File: config.mk
export PLATFORM = sky130hd
export DESIGN_NAME = grid_line_clear_ctrl
export DESIGN_NICKNAME = d
export VERILOG_FILES = /design/src/rtl/grid_pkg.sv /design/src/rtl/grid_line_clear_ctrl.sv
export SDC_FILE = /design/constraint.sdc
export NUM_CORES = 1
export LEC_CHECK = 0
export BUFFER_PORTS_ARGS = -buffer_cell sky130_fd_sc_hd__buf_2
export CAP_MARGIN = 5
export CORE_MARGIN = 5
export CORE_UTILIZATION = 54
export DETAILED_ROUTE_END_ITERATION = 16
export PLACE_DENSITY = 0.79
export SYNTH_ARGS = -nofsm -noshare
export SYNTH_HDL_FRONTEND = slang
export SYNTH_SLANG_ARGS = --single-unit
File: constraint.sdc
create_clock -name clk -period 2.3 [get_ports clk]
set_input_delay 0.345 -clock clk [delete_from_list [all_inputs] [get_ports clk]]
set_output_delay 0.345 -clock clk [all_outputs]
set_load 0.05 [all_outputs]
File: src/rtl/grid_pkg.sv
// Shared playfield geometry and line-clear controller state encoding.
package grid_pkg;

   localparam int ROWS = 20;
   localparam int COLS = 10;
   localparam int XW   = 4;
   localparam int YW   = 5;

   localparam logic [XW-1:0] COL_LAST  = XW'(COLS - 1);
   localparam logic [YW-1:0] ROW_LAST  = YW'(ROWS - 1);
   localparam logic [YW-1:0] LINES_MAX = YW'(ROWS);

   typedef enum logic [2:0] {
      IDLE,
      SCAN,
      SHIFT_RD,
      SHIFT_WR,
      CLEAR_TOP,
      DONE
   } state_t;

endpackage

File: src/rtl/grid_line_clear_ctrl.sv
// Grid owner/arbiter: passes the host through when idle, otherwise scans the
// playfield bottom-up, collapses full lines and counts them.
//
// state     | meaning
// IDLE      | host passthrough, waiting for start
// SCAN      | read cell (col,row); first empty cell moves to the row above
// SHIFT_RD  | read cell (col,dst-1) into latch
// SHIFT_WR  | write latch into cell (col,dst)
// CLEAR_TOP | zero row 0, one column per cycle, then rescan same row
// DONE      | one-cycle done pulse
module grid_line_clear_ctrl
   import grid_pkg::*;
(
   input  logic          clk,
   input  logic          rst,
   input  logic          start,
   output logic          busy,
   output logic          done,
   output logic [YW-1:0] lines_cleared,
   input  logic          host_req,
   output logic          host_gnt,
   input  logic [XW-1:0] host_x,
   input  logic [YW-1:0] host_y,
   input  logic          host_rd,
   input  logic          host_wr,
   input  logic          host_din,
   output logic          host_dout,
   output logic [XW-1:0] g_x,
   output logic [YW-1:0] g_y,
   output logic          g_rd,
   output logic          g_wr,
   output logic          g_din,
   input  logic          g_dout
);

   state_t        state_q, state_d;
   logic [YW-1:0] row_q, row_d;
   logic [XW-1:0] col_q, col_d;
   logic [YW-1:0] dst_q, dst_d;
   logic [YW-1:0] lines_q, lines_d;
   logic          latch_q, latch_d;

   always_ff @(posedge clk or posedge rst) begin
      if (rst) begin
         state_q <= IDLE;
         row_q   <= '0;
         col_q   <= '0;
         dst_q   <= '0;
         lines_q <= '0;
         latch_q <= 1'b0;
      end else begin
         state_q <= state_d;
         row_q   <= row_d;
         col_q   <= col_d;
         dst_q   <= dst_d;
         lines_q <= lines_d;
         latch_q <= latch_d;
      end
   end

   always_comb begin
      state_d   = state_q;
      row_d     = row_q;
      col_d     = col_q;
      dst_d     = dst_q;
      lines_d   = lines_q;
      latch_d   = latch_q;
      busy      = 1'b0;
      done      = 1'b0;
      host_gnt  = 1'b0;
      host_dout = 1'b0;
      g_x       = '0;
      g_y       = '0;
      g_rd      = 1'b0;
      g_wr      = 1'b0;
      g_din     = 1'b0;

      case (state_q)
         IDLE: begin
            if (start) begin
               lines_d = '0;
               row_d   = ROW_LAST;
               col_d   = '0;
               state_d = SCAN;
            end else if (host_req) begin
               host_gnt  = 1'b1;
               g_x       = host_x;
               g_y       = host_y;
               g_rd      = host_rd;
               g_wr      = host_wr;
               g_din     = host_din;
               host_dout = g_dout;
            end
         end

         SCAN: begin
            busy = 1'b1;
            g_x  = col_q;
            g_y  = row_q;
            g_rd = 1'b1;
            if (!g_dout) begin
               col_d = '0;
               if (row_q == '0) begin
                  state_d = DONE;
               end else begin
                  row_d = row_q - YW'(1);
               end
            end else if (col_q != COL_LAST) begin
               col_d = col_q + XW'(1);
            end else begin
               if (lines_q != LINES_MAX) begin
                  lines_d = lines_q + YW'(1);
               end
               col_d = '0;
               if (row_q == '0) begin
                  state_d = CLEAR_TOP;
               end else begin
                  dst_d   = row_q;
                  state_d = SHIFT_RD;
               end
            end
         end

         SHIFT_RD: begin
            busy    = 1'b1;
            g_x     = col_q;
            g_y     = dst_q - YW'(1);
            g_rd    = 1'b1;
            latch_d = g_dout;
            state_d = SHIFT_WR;
         end

         SHIFT_WR: begin
            busy  = 1'b1;
            g_x   = col_q;
            g_y   = dst_q;
            g_wr  = 1'b1;
            g_din = latch_q;
            if (col_q != COL_LAST) begin
               col_d   = col_q + XW'(1);
               state_d = SHIFT_RD;
            end else begin
               col_d = '0;
               if (dst_q == YW'(1)) begin
                  state_d = CLEAR_TOP;
               end else begin
                  dst_d   = dst_q - YW'(1);
                  state_d = SHIFT_RD;
               end
            end
         end

         CLEAR_TOP: begin
            busy = 1'b1;
            g_x  = col_q;
            g_y  = '0;
            g_wr = 1'b1;
            if (col_q == COL_LAST) begin
               // row keeps its value: the row just shifted into it needs a rescan
               col_d   = '0;
               state_d = SCAN;
            end else begin
               col_d = col_q + XW'(1);
            end
         end

         DONE: begin
            done    = 1'b1;
            state_d = IDLE;
         end

         default: state_d = IDLE;
      endcase
   end

   assign lines_cleared = lines_q;

endmodule

==> impl_metrics.toml <==
[finish]
final_cells = 296
most_frequent_cells_in_the_layout = "buf_2 (35), dfrtp_1 (23), nand2_1 (22)"
drive_gt1_share_pct = 32.1
n_antenna_cell = 0
mostFrequentLayoutCell = "buf_2"
finalNetCount = 277
area.growth.synth_to_final_pct = 22.4
postLayoutCoreUtil_pct = 69.6

[sta]
drv_slew = 0
timing.final.hold_violations = 0
grt_setup_unrepaired = "true"
setup-violations-final = 0
slew_headroom_pct = 74.2
finalCritPeriodShare_pct = 99.7
postLayoutSetupSlackWorst_ns = 0.00719
fin_skew_ns = 0.00451
final_period_minus_worst_setup_slack_ns = 2.29
clock.fmax_mhz = 436
tightestPinTransition_ns = 0.387

[place]
setup_slack_placement_ns = 0.116
place.detailed.hpwl_um = 3420
numPlacedInstances = 289
port_buffers = 37
globalplace.congestion = 0.927

[die]
width_of_the_die_um = 67.1
dieArea_mm2 = 0.00451
initial_cell_density_of_the_core_pct = 56.8
core_area_mm2 = 0.00310
fp-row-count = 20
floorplan.die.height_um = 67.1
io_pins = 38

[detailed_routing]
drtIter0Drc = 195
post_drt_wl_per_cell_um = 15.9
dr.pass1.iters = 4
detail_route.wirelength_um = 4700
via_count = 1764
drc_errors = 0
vias_per_cell = 5.96
antenna_violating_nets_post_route = 0

[cts]
ctsLongestPathBuffers = 2
htreeDepth = 1
clkLatencyLatePin_ns = 0.32
cts.sink_count = 23
clock_tree.root_cell = "clkbuf_4"
clkSlewWorstSetupHoldPaths_ns = 0.13
number_of_buffers_created_by_cts = 3
cts_tree = "yes"

[grt]
first_global_vias = 1675
antenna_found_initial = 0
grt_pass1_wl_um = 7640
global_route.usage.total_pct = 22.2
grt_start_max_net_pins = 24
globalRouteOverflowTotal = 0

[logic_synthesis]
syn-instance-count = 206
synth-edff-count = 0
synth.ff_latch_count = 23
syn_area_mm2 = 0.00176
async_flop_share_pct = 100
yosys.cell_types.count = 51
synthesis.area_per_instance_um2 = 8.56
synth-main-ff-cell = "dfrtp_1"
syn_nets = 230
seq_area_frac_synth_pct = 32.6
yosys_warn_count = 0

[pwr]
ir_drop_uv = 611
power_per_cell_area_mw_per_mm2 = 1080
power_leakage_nw = 0.960

[outcome]
run_status = "finished, final reports clean"

[worst_setup_path]
endpoint_kind = "output port"
worstSetupStartpointType = "flip-flop"
r2r_start = "row_q[0]"
cp_data_required_time_ns = 1.96
critical_path_peak_fanout = 4
critical_path_arrival_ns = 1.95
startpoint = "dst_q[0]"
worstSetupPathType = "flip-flop to output port"

[worst_hold_path]
hold_class = "input port to async pin"

[run]
max_cap_violations = 0
==> final cells by class <==
type / instances / area, um2
timing repair buffer: 54 / 322
multi-input combinational: 157 / 1130
inverter: 14 / 52.6
clock buffer: 4 / 26.3
fill: 277 / 945
sequential: 23 / 576
tap: 44 / 55.1
==> where the power goes <==
part / leakage, nW / internal (mW) / total [mW] / switching (mW)
clock: 0.0150 / 0.0679 / 0.196 / 0.128
sequential: 0.281 / 0.511 / 0.645 / 0.134
combinational: 0.664 / 0.499 / 1.49 / 0.994
==> path summary, 6_finish.rpt <==
| check | slack [ns] | depth (start not counted) | end |
|---|---|---|---|
| worst min-delay path | 0.04 | 3 | lines_cleared[3] |
| worst max-delay path | 0.007 | 7 | g_y[4] |
| max in group asynchronous | 2.04 | 3 | dst_q[4] |
| worst max register to register | 0.25 | 6 | dst_q[1] |
| min in group clk | 0.38 | 3 | state_q[1] |
| worst min register to register | 0.57 | 2 | latch_q |
==> cells in the mapped netlist (2+ instances only) <==
cell type / count / area, um2
buf_2: 5 / 25.0
a22oi_1: 2 / 15.0
a21oi_1: 15 / 75.1
xnor2_1: 3 / 26.3
mux2_2: 3 / 33.8
a41o_1: 2 / 20.0
o21ai_0: 23 / 115
dfrtp_1: 23 / 576
nand2b_1: 5 / 31.3
a22o_1: 5 / 43.8
and3_1: 2 / 12.5
ha_1: 7 / 87.6
or3b_2: 2 / 17.5
o31ai_1: 2 / 15.0
nor2_1: 10 / 37.5
nand3b_1: 2 / 15.0
buf_6: 2 / 22.5
inv_1: 14 / 52.6
o22ai_1: 3 / 18.8
clkbuf_1: 5 / 18.8
a211oi_1: 2 / 15.0
nor2b_1: 3 / 18.8
mux2i_1: 2 / 20.0
or2_2: 2 / 12.5
o41ai_1: 2 / 17.5
or3_1: 4 / 25.0
nor3_1: 5 / 25.0
mux2_4: 2 / 30.0
a31oi_1: 3 / 18.8
nand4_1: 3 / 18.8
nand2_1: 22 / 82.6
a2bb2oi_1: 2 / 17.5
==> sequential cells by signal, summed over array words and instances, names as in the netlist <==
signal and count:
latch_q 1, lines_cleared 5, dst_q 5, state_q 3, row_q 5, col_q 4
==> cells by family after synthesis <==
kind of cell	after synthesis	share of synthesized area (%)
AOI/OAI and AO/OA	68	26.3
xor gates and xnor gates	3	1.49
adders and majority gates	7	4.97
DFF	23	32.6
and+or+nand+nor	72	23.1
muxes	7	4.76
buffers and inverters	26	6.74
==> worst max-delay path: stages, from the launching register on <==
cell and delay (ns):
dfrtp_1 0.43, inv_2 0.09, ha_4 0.14, or3b_4 0.41, nor3_4 0.14, a21oi_1 0.07, o221ai_2 0.17, buf_6 0.19
==> metal layers <==
layer  part of all wire, %  GRT usage, %  up-vias  wire (um)
met1                    43          28.9      843       2020
li1                      -             -      844          -
met5                     0             0        -          0
met2                    47          37.7       70       2230
met3                   8.3          3.49        7        390
met4                   1.2          7.34        0         55
==> timing repair <==
action / in CTS / in global routing
setup endpoints to repair: 1 / 3
endpoints found under the hold margin: 0 / 0
pin swaps: 0 / 3
hold buffers: 0 / 0
setup buffers: 2 / 1
resized for setup: 5 / 8
==> stage by stage <==
| stage | power, mW | hold slack (ns) | area [um2] | TNS [ns] |
|---|---|---|---|---|
| after floorplan | 1.73 | 0.347 | 1780 | -0.321 |
| after global placement | 2.06 | 0.399 | 2060 | 0 |
| after detailed placement | 2.08 | 0.399 | 2060 | 0 |
| after CTS | 2.31 | 0.0389 | 2110 | 0 |
| after global routing | 2.49 | 0.0761 | 2160 | -0.0478 |
| final | 2.33 | 0.0358 | 2160 | 0 |
No activity file was read; power rests on OpenSTA's default activity.
